`config.mk`:
```
export PLATFORM = sky130hd
export DESIGN_NAME = fetch_unit
export DESIGN_NICKNAME = d
export VERILOG_FILES = /design/src/rtl/cpu_pkg.sv /design/src/rtl/pilha_retorno.sv /design/src/rtl/fetch_unit.sv
export SDC_FILE = /design/constraint.sdc
export NUM_CORES = 1
export LEC_CHECK = 0
export ABC_AREA = 1
export ABC_CLOCK_PERIOD_IN_PS = 3650
export BUFFER_PORTS_ARGS = -buffer_cell sky130_fd_sc_hd__buf_4
export CORE_MARGIN = 8
export CORE_UTILIZATION = 25
export CTS_CLUSTER_SIZE = 28
export DETAILED_ROUTE_END_ITERATION = 8
export PLACE_DENSITY = 0.52
export SYNTH_ARGS = -nofsm -noshare
export SYNTH_HDL_FRONTEND = slang
export SYNTH_SLANG_ARGS = --single-unit
```
`constraint.sdc`:
```
create_clock -name clock -period 3.65 [get_ports clock]
set_input_delay 0.73 -clock clock [delete_from_list [all_inputs] [get_ports clock]]
set_output_delay 0.73 -clock clock [all_outputs]
set_load 0.005 [all_outputs]
```
`src/rtl/cpu_pkg.sv`:
```
// Shared definitions for the fetch path: FSM encoding, parameter defaults
// and return-stack geometry.
package cpu_pkg;

    typedef enum logic [1:0] {
        INICIO  = 2'd0,
        BUSCA   = 2'd1,
        ENTREGA = 2'd2
    } estado_t;

    localparam int ADDR_W_DEF   = 16;
    localparam int INSTR_W_DEF  = 32;
    localparam int RESET_PC_DEF = 0;

    localparam int PILHA_PROF  = 4;
    localparam int PILHA_PTR_W = $clog2(PILHA_PROF);
    localparam int PILHA_CNT_W = PILHA_PTR_W + 1;

endpackage

```
`src/rtl/pilha_retorno.sv`:
```
// Circular return-address stack; a push when full overwrites the oldest entry,
// and the top of an empty stack reads as RESET_PC.
module pilha_retorno
    import cpu_pkg::*;
#(
    parameter int ADDR_W   = ADDR_W_DEF,
    parameter int RESET_PC = RESET_PC_DEF
) (
    input  logic              clock,
    input  logic              reset,
    input  logic              push,
    input  logic              pop,
    input  logic [ADDR_W-1:0] push_end,
    output logic [ADDR_W-1:0] topo
);

    localparam logic [PILHA_CNT_W-1:0] CHEIO = PILHA_CNT_W'(PILHA_PROF);

    logic [PILHA_PROF-1:0][ADDR_W-1:0] mem_q, mem_d;
    logic [PILHA_PTR_W-1:0]            ptr_q, ptr_d;
    logic [PILHA_CNT_W-1:0]            cnt_q, cnt_d;

    // ptr_q is the next free slot, so the top lives one below it
    assign topo = (cnt_q == '0) ? ADDR_W'(RESET_PC) : mem_q[ptr_q - PILHA_PTR_W'(1)];

    always_comb begin
        mem_d = mem_q;
        ptr_d = ptr_q;
        cnt_d = cnt_q;
        if (pop) begin
            if (cnt_q != '0) begin
                ptr_d = ptr_q - PILHA_PTR_W'(1);
                cnt_d = cnt_q - PILHA_CNT_W'(1);
            end
        end else if (push) begin
            mem_d[ptr_q] = push_end;
            ptr_d        = ptr_q + PILHA_PTR_W'(1);
            if (cnt_q != CHEIO)
                cnt_d = cnt_q + PILHA_CNT_W'(1);
        end
    end

    always_ff @(posedge clock) begin
        if (reset) begin
            mem_q <= '0;
            ptr_q <= '0;
            cnt_q <= '0;
        end else begin
            mem_q <= mem_d;
            ptr_q <= ptr_d;
            cnt_q <= cnt_d;
        end
    end

endmodule

```
`src/rtl/fetch_unit.sv`:
```
// Instruction fetch unit: INICIO/BUSCA/ENTREGA FSM with branch redirect and stall.
// Define RETURN_STACK_EN to add call/return handling through pilha_retorno.
module fetch_unit
    import cpu_pkg::*;
#(
    parameter int ADDR_W   = ADDR_W_DEF,
    parameter int INSTR_W  = INSTR_W_DEF,
    parameter int RESET_PC = RESET_PC_DEF
) (
    input  logic               clock,
    input  logic               reset,
    input  logic               salto,
    input  logic [ADDR_W-1:0]  destino,
    input  logic               parar,
    input  logic               chamada,
    input  logic               retorno,
    input  logic               mem_pronto,
    input  logic [INSTR_W-1:0] mem_dado,
    output logic               mem_req,
    output logic [ADDR_W-1:0]  mem_end,
    output logic [INSTR_W-1:0] instr,
    output logic               instr_valido,
    output logic [ADDR_W-1:0]  pc_atual
);

    localparam logic [ADDR_W-1:0] PC_INI = ADDR_W'(RESET_PC);

    estado_t              estado_q, estado_d;
    logic [ADDR_W-1:0]    pc_q, pc_d;
    logic [ADDR_W-1:0]    alvo_q, alvo_d;
    logic [ADDR_W-1:0]    pc_atual_q, pc_atual_d;
    logic [INSTR_W-1:0]   instr_q, instr_d;
    logic                 pend_q, pend_d;
    logic                 mem_req_q, mem_req_d;
    logic                 valido_q, valido_d;

    logic                 ret_ativo;
    logic [ADDR_W-1:0]    ret_alvo;
    logic                 redir;
    logic [ADDR_W-1:0]    redir_alvo;

`ifdef RETURN_STACK_EN
    logic ativo, push, pop;

    assign ativo     = (estado_q != INICIO);
    assign ret_ativo = retorno;
    assign pop       = ativo && retorno;
    // return pops win over a simultaneous call push
    assign push      = ativo && salto && chamada && !retorno;

    pilha_retorno #(
        .ADDR_W   (ADDR_W),
        .RESET_PC (RESET_PC)
    ) u_pilha (
        .clock    (clock),
        .reset    (reset),
        .push     (push),
        .pop      (pop),
        .push_end (pc_atual_q + ADDR_W'(1)),
        .topo     (ret_alvo)
    );
`else
    logic unused_cfg;

    assign ret_ativo  = 1'b0;
    assign ret_alvo   = PC_INI;
    assign unused_cfg = chamada ^ retorno;
`endif

    assign redir      = salto || ret_ativo;
    assign redir_alvo = ret_ativo ? ret_alvo : destino;

    always_comb begin
        estado_d   = estado_q;
        pc_d       = pc_q;
        alvo_d     = alvo_q;
        pc_atual_d = pc_atual_q;
        instr_d    = instr_q;
        pend_d     = pend_q;
        mem_req_d  = mem_req_q;
        valido_d   = valido_q;
        case (estado_q)
            INICIO: begin
                estado_d  = BUSCA;
                mem_req_d = 1'b1;
            end
            BUSCA: begin
                if (redir) begin
                    pend_d = 1'b1;
                    alvo_d = redir_alvo;
                end
                if (mem_pronto) begin
                    if (redir || pend_q) begin
                        // stale word: refetch at the redirect target
                        pc_d   = redir ? redir_alvo : alvo_q;
                        pend_d = 1'b0;
                    end else begin
                        instr_d    = mem_dado;
                        pc_atual_d = pc_q;
                        valido_d   = 1'b1;
                        mem_req_d  = 1'b0;
                        estado_d   = ENTREGA;
                    end
                end
            end
            ENTREGA: begin
                if (parar) begin
                    if (redir) begin
                        pend_d = 1'b1;
                        alvo_d = redir_alvo;
                    end
                end else begin
                    valido_d  = 1'b0;
                    mem_req_d = 1'b1;
                    pend_d    = 1'b0;
                    estado_d  = BUSCA;
                    if (redir)       pc_d = redir_alvo;
                    else if (pend_q) pc_d = alvo_q;
                    else             pc_d = pc_q + ADDR_W'(1);
                end
            end
            default: begin
                estado_d  = INICIO;
                mem_req_d = 1'b0;
            end
        endcase
    end

    always_ff @(posedge clock) begin
        if (reset) begin
            estado_q   <= INICIO;
            pc_q       <= PC_INI;
            alvo_q     <= '0;
            pc_atual_q <= '0;
            instr_q    <= '0;
            pend_q     <= 1'b0;
            mem_req_q  <= 1'b0;
            valido_q   <= 1'b0;
        end else begin
            estado_q   <= estado_d;
            pc_q       <= pc_d;
            alvo_q     <= alvo_d;
            pc_atual_q <= pc_atual_d;
            instr_q    <= instr_d;
            pend_q     <= pend_d;
            mem_req_q  <= mem_req_d;
            valido_q   <= valido_d;
        end
    end

    assign mem_req      = mem_req_q;
    assign mem_end      = pc_q;
    assign instr        = instr_q;
    assign instr_valido = valido_q;
    assign pc_atual     = pc_atual_q;

endmodule

```
# [Word-level counts from Yosys, hierarchy flattened]
# Cells that the tools add are included.
[totals] ff_bits=85 input_bits=55 output_inout_bits=66
[op_classes] add_sub_neg=1 n_eq_ne=7 mux=26 n_bitwise=1 reduce_logical=8
[op_table] operator="$mux W16" n=7
[op_table] operator="$pmux W16 S2" n=2
[op_table] operator="$add A16 B1 Y16 const B" n=1
[op_table] operator="$mux W1" n=10
[op_table] operator="$ne A2 B2 Y1 const B" n=5
[op_table] operator="$reduce_and A4 Y1" n=2
[op_table] operator="$mux W2" n=3
[op_table] operator="$pmux W2 S3" n=1
[op_table] operator="$reduce_and A3 Y1" n=2
[op_table] operator="$pmux W1 S2" n=2
[op_table] operator="$pmux W1 S3" n=1
[op_table] operator="$eq A2 B1 Y1 const B" n=1
[op_table] operator="$eq A2 B2 Y1 const B" n=1
[op_table] operator="$logic_not A2 Y1" n=1
[op_table] operator="$reduce_and A2 Y1" n=1
[op_table] operator="$reduce_bool A2 Y1" n=1
[op_table] operator="$logic_or A1 B1 Y1" n=1
[op_table] operator="$not A1 Y1" n=1

# [Longest topological paths before layout]
[depth] word_depth=5 mapped_depth=9 depth_no_buf=9

# [Worst setup path before layout]
# OpenSTA, ideal clock, no wires.
[synth_timing] path_kind="input to register" start="input salto" end="register pc_atual_q[2] (netlist: pc_atual[2])" setup_time_ns=0.116 arrival_time_ns=1.436 t_required_ns=3.534 slack_ns=2.098 path_stages=8 cell_sequence="nor2_4 > nand2_4 > nor2_4 > inv_2 > buf_6 > buf_6 > nor2_1 > nor2_1"
[synth_between] elab_chain_cells=3
[synth_lines] item="start, declared" line="fetch_unit.sv:12" rtl="input logic salto,"
[synth_lines] item="$logic_or A1 B1 Y1" line="fetch_unit.sv:93" rtl="if (redir || pend_q) begin"
[synth_lines] item="$not A1 Y1 (no line)"
[synth_lines] item="$reduce_and A3 Y1 (no line)"
[synth_lines] item="end signal, assigned" line="fetch_unit.sv:143" rtl="pc_atual_q <= pc_atual_d;"
[synth_lines] item="end, declared" line="fetch_unit.sv:31" rtl="logic [ADDR_W-1:0] pc_atual_q, pc_atual_d;"
# No other way between the ends.
# A chain may end at the register's enable or synchronous reset.

# [Worst setup path in the final report]
[layout_timing] start="register estado_q[0]" end="register alvo_q[13]"
[layout_between] elab_chain_cells=3 elab_cells_between_ends=6
[layout_lines] item="start, declared" line="fetch_unit.sv:28" rtl="estado_t estado_q, estado_d;"
[layout_lines] item="start signal, assigned" line="fetch_unit.sv:140" rtl="estado_q <= estado_d;"
[layout_lines] item="$eq A2 B2 Y1 / $eq A2 B1 Y1 (equally long branches)" line="fetch_unit.sv:82" rtl="case (estado_q)"
[layout_lines] item="$ne A2 B2 Y1 (no line) / $reduce_bool A2 Y1 (equally long branches)"
[layout_lines] item="$reduce_and A2 Y1 (no line)"
[layout_lines] item="end signal, assigned" line="fetch_unit.sv:142" rtl="alvo_q <= alvo_d;"
[layout_lines] item="end, declared" line="fetch_unit.sv:30" rtl="logic [ADDR_W-1:0] alvo_q, alvo_d;"
# Several ways; a longest one is shown, not always the timed one.

==> results.txt <==
The clock network fraction of total power is 0.327. The class of the tightest hold or removal check is register to register. The worst max-slew margin expressed relative to the limit is 0.247. The total detailed-routing wirelength came out at 11.8 mm. The total cell area at the placement stage is 0.00474 mm^2. The cell sitting at the root of the clock tree is a clkbuf_16. The final-layout worst hold slack came out at 0.466 ns.

The tree built by TritonCTS fans out to 84 sinks. Once detailed placement completed, the half-perimeter wirelength came to 8.65 mm. In this run the post-CTS setup repair buffer count came out at 0. The via-per-instance ratio came out at 4.69. The length in cells of the worst reg-to-reg path came out at 5. Entering global routing, the biggest net connects 75 pins. The total die area came out at 0.0193 mm^2. Ranked by total cell area, the synthesized netlist is headed by dfxtp_1 45%, o21ai_0 12%, nor2_1 10%. The number of instances resized during post-cts repair came out at 0.

The number of diodes is 0. The final RePlAce weighted congestion came out at 0.808. By area, the combinational part of the netlist is dominated by simple AND/OR/NAND/NOR gates. The count of final max-slew check failures was 0. In this run, post-CTS hold repair placed 0 buffers. The number of distinct library cell variants in the gate-level netlist after synthesis is 28. The clock-pin slew reported for the worst setup and hold paths after clock tree synthesis came out at 0.06 ns. The xor/xnor share of the synthesized area came out at 0.00929.

In this run the worst setup path begins at estado_q[0]. In the synthesized netlist the dominant register cell turns out to be dfxtp_1. The number of global-route vias before repair came out at 3815. The total global-route track usage came out at 0.125. The first detailed-routing pass took 5 iterations.

The net count of the mapped netlist is 585. The first-iteration detailed-routing DRC count is 347. The worst setup path is captured at a register. By count the netlist is led by 103 x nor2_1, 94 x o21ai_0, 84 x dfxtp_1. Setup violations remaining at the end of the flow were counted as 0. The multiplexer area fraction after synthesis came out at 0. The synthesis-stage register bit count is 84. The power share of the sequential group came out at 0.434. Walking the worst path, the cells encountered are inv_1, ha_1, o21ai_2, o21ai_0, a31oi_1.

The average wire length per cell after detail routing is 14.4 um. Of the total synthesized cell area, the portion taken by AND, OR, NAND and NOR gates is 0.231. The maximum operating frequency came out at 442 MHz. Setup repair after global routing left no endpoint under its margin.

Across the routed clock network, the largest skew measured is 0.0110 ns. Compared with the post-synthesis result, the final layout area differs by 33.1%. For this design, the slowest cell found on the critical path is o21ai_2. Of all cell types, the one taking the most synthesized area is dfxtp_1. The H-tree depth reported by CTS came out at 3. The initial antenna violation count came out at 0. The total grt overflow came out at 0.

The share of synthesized cell area in full adder, half adder and majority cells came out at 0.0133. The time the final worst path needs with I/O delays and setup is 2.26 ns. Port buffering added 118 buffers. The origin of the critical flop-to-flop path is estado_q[0]. The required time at the worst-slack endpoint is 3.92 ns. The Yosys step of the flow raised 0 warnings. In this run the static leakage power is 0.00230 uW. The number of enable flip-flop cells after synthesis came out at 0. The number of primary I/O pins is 121. No sink is reached through more buffers than the 2 on the longest clock path. The start point of the worst min-delay path is instr_valido.

Summing over every cut layer, the via total after detailed routing is 3851. The power per cell area is 546 mW/mm^2. Once layout is done, the placed cells without fillers occupy 0.00502 mm^2. The starting density of the core came out at 0.252. The net switching share of the total power is 0.315. The max-capacitance violation count came out at 0. The register cell area after layout is 0.00168 mm^2. The startpoint type of the worst setup path is a register.

The area of the multi-input gates is 0.00179 mm^2. In the finished design, the share of the clock period the worst path needs comes to 0.619. The count of mapped cells out of synthesis came out at 526. For this design the total switching power over the nets is 862 uW. The mean instance size in the synthesized netlist came out at 7.17 um^2. The count of nets left with antenna violations after detail routing came out at 0.

The share of total power dissipated in combinational logic is 0.238. The internal portion of the total power is 1880 uW. The number of buffers created by CTS came out at 9. The final layout net count is 688. The hold violation count in the final report came out at 0.

The most common cell in the synthesized netlist is nor2_1. The chip height came out at 139 um. The peak per-stage delay on the critical path came out at 0.95 ns. Of the synthesized area, sequential elements account for 0.446. In this run the cell area of the synthesized design comes to 0.00377 mm^2.

The worst supply voltage drop on vdd is 220 uV. The async set-or-reset flop fraction in the synthesized netlist came out at 0. By startpoint and endpoint, the worst setup path is classified as register to register. The placeable core area is 0.0150 mm^2.

In this run the register-to-register setup slack is 1.39 ns. The share of cells above drive strength 1 is 0.229. Of the post-synthesis cell area, the dominant cell type holds 0.446.

The signal arrival time at the worst endpoint is 2.53 ns. The transition time at the pin with the least slew margin came out at 1.13 ns. The flow ran to the end, and the final reports show no timing, DRC or antenna violations. Fill cells in the final layout number 1632.

Counting instances, the worst hold path has a depth of 2. The highest net fanout along the worst path came out at 32. The area fraction in compound gates after synthesis was 0.222. The final total power came out at 2740 uW. The clock tree from TritonCTS is done. The number of design rule violations left after detail routing is 0. The count of standard-cell rows is 45. For the final routed database, the setup TNS stands at 0 ns.

The clock reaches the later pin of the worst-skew pair after 0.35 ns. The global-route wire length before repair came out at 19.5 mm. The die extent in x came out at 139 um.
[power groups by stage]
stage	Sequential, uW	Combinational [uW]	Clock [uW]
3_5_place_dp	1210	660	0
2_1_floorplan	1180	388	0
3_3_place_gp	1200	652	0
6_report	1190	653	897
5_1_grt	1210	745	973
4_1_cts	1190	664	934
[layout by cell type, fill, tap and decap left out]
cell type | Yosys | layout
clkinvlp_4 | 0 | 1
nor2_4 | 3 | 3
inv_2 | 4 | 4
o21ai_2 | 3 | 3
clkinv_4 | 0 | 1
nand3b_1 | 1 | 1
a32o_1 | 1 | 1
bufinv_16 | 0 | 1
clkbuf_16 | 0 | 9
nand2_1 | 83 | 83
clkinv_2 | 0 | 1
ha_1 | 4 | 4
a31oi_1 | 17 | 17
inv_1 | 30 | 30
o21ai_0 | 94 | 94
a21oi_1 | 31 | 31
clkbuf_1 | 10 | 2
buf_4 | 5 | 120
nand3_1 | 18 | 18
nor2_2 | 1 | 1
o21ai_1 | 9 | 9
nand2_4 | 1 | 1
a311oi_1 | 1 | 1
nand4_1 | 2 | 2
nor2_1 | 103 | 103
xor2_1 | 4 | 4
dfxtp_1 | 84 | 84
o31ai_1 | 1 | 1
nor3_1 | 2 | 2
a211oi_1 | 1 | 1
[worst max-delay path: cells and delay by family, from the launching register on]
family | cells | cell delay [ns]
fa+ha+maj | 1 | 0.39
buf+inv | 1 | 0.09
flops | 1 | 0.37
compound gates | 3 | 1.31
[sequential cells by signal, indices dropped and copies added (netlist names)]
| signal | count |
|---|---|
| instr | 32 |
| alvo_q | 16 |
| mem_end | 16 |
| pc_atual | 16 |
| estado_q | 2 |
| instr_valido | 1 |
| pend_q | 1 |
[layout make-up]
type,count,area share
Timing Repair Buffer,120,0.179
Clock buffer,11,0.0463
Clock inverter,4,0.0102
Multi-Input combinational cell,380,0.357
Sequential cell,84,0.335
Tap cell,188,0.0468
Inverter,34,0.0254
[per-layer routing]
metal  global-route usage  routed length [um]  vias up
met4               0.0260                  78        0
met5                    0                   0        -
met3               0.0613                 954        7
li1                     -                   -     1948
met2                0.196                5440      116
met1                0.153                5370     1780
[per-stage QoR]
step | utilization | std cells | setup WS (ns)
floorplan | - | 526 | 2.10
global placement | 0.316 | 806 | 1.12
detailed placement | 0.316 | 806 | 1.11
CTS | 0.335 | 821 | 1.39
global route | 0.335 | 821 | 1.13
finish | 0.335 | 821 | 1.39
[logic make-up (layout without fill, tap and decap cells)]
group,Yosys count,after routing
DFF,84,84
xor gates and xnor gates,4,4
buffers and inverters,62,169
AOI/OAI and AO/OA,158,158
adders and majority gates,4,4
and+or+nand+nor,214,214
[final timing paths]
path                       end
setup / recovery    alvo_q[13]
setup reg to reg    alvo_q[13]
hold / removal    instr_valido
hold reg to reg   instr_valido
Note: power is estimated with default switching activity, not from simulation.
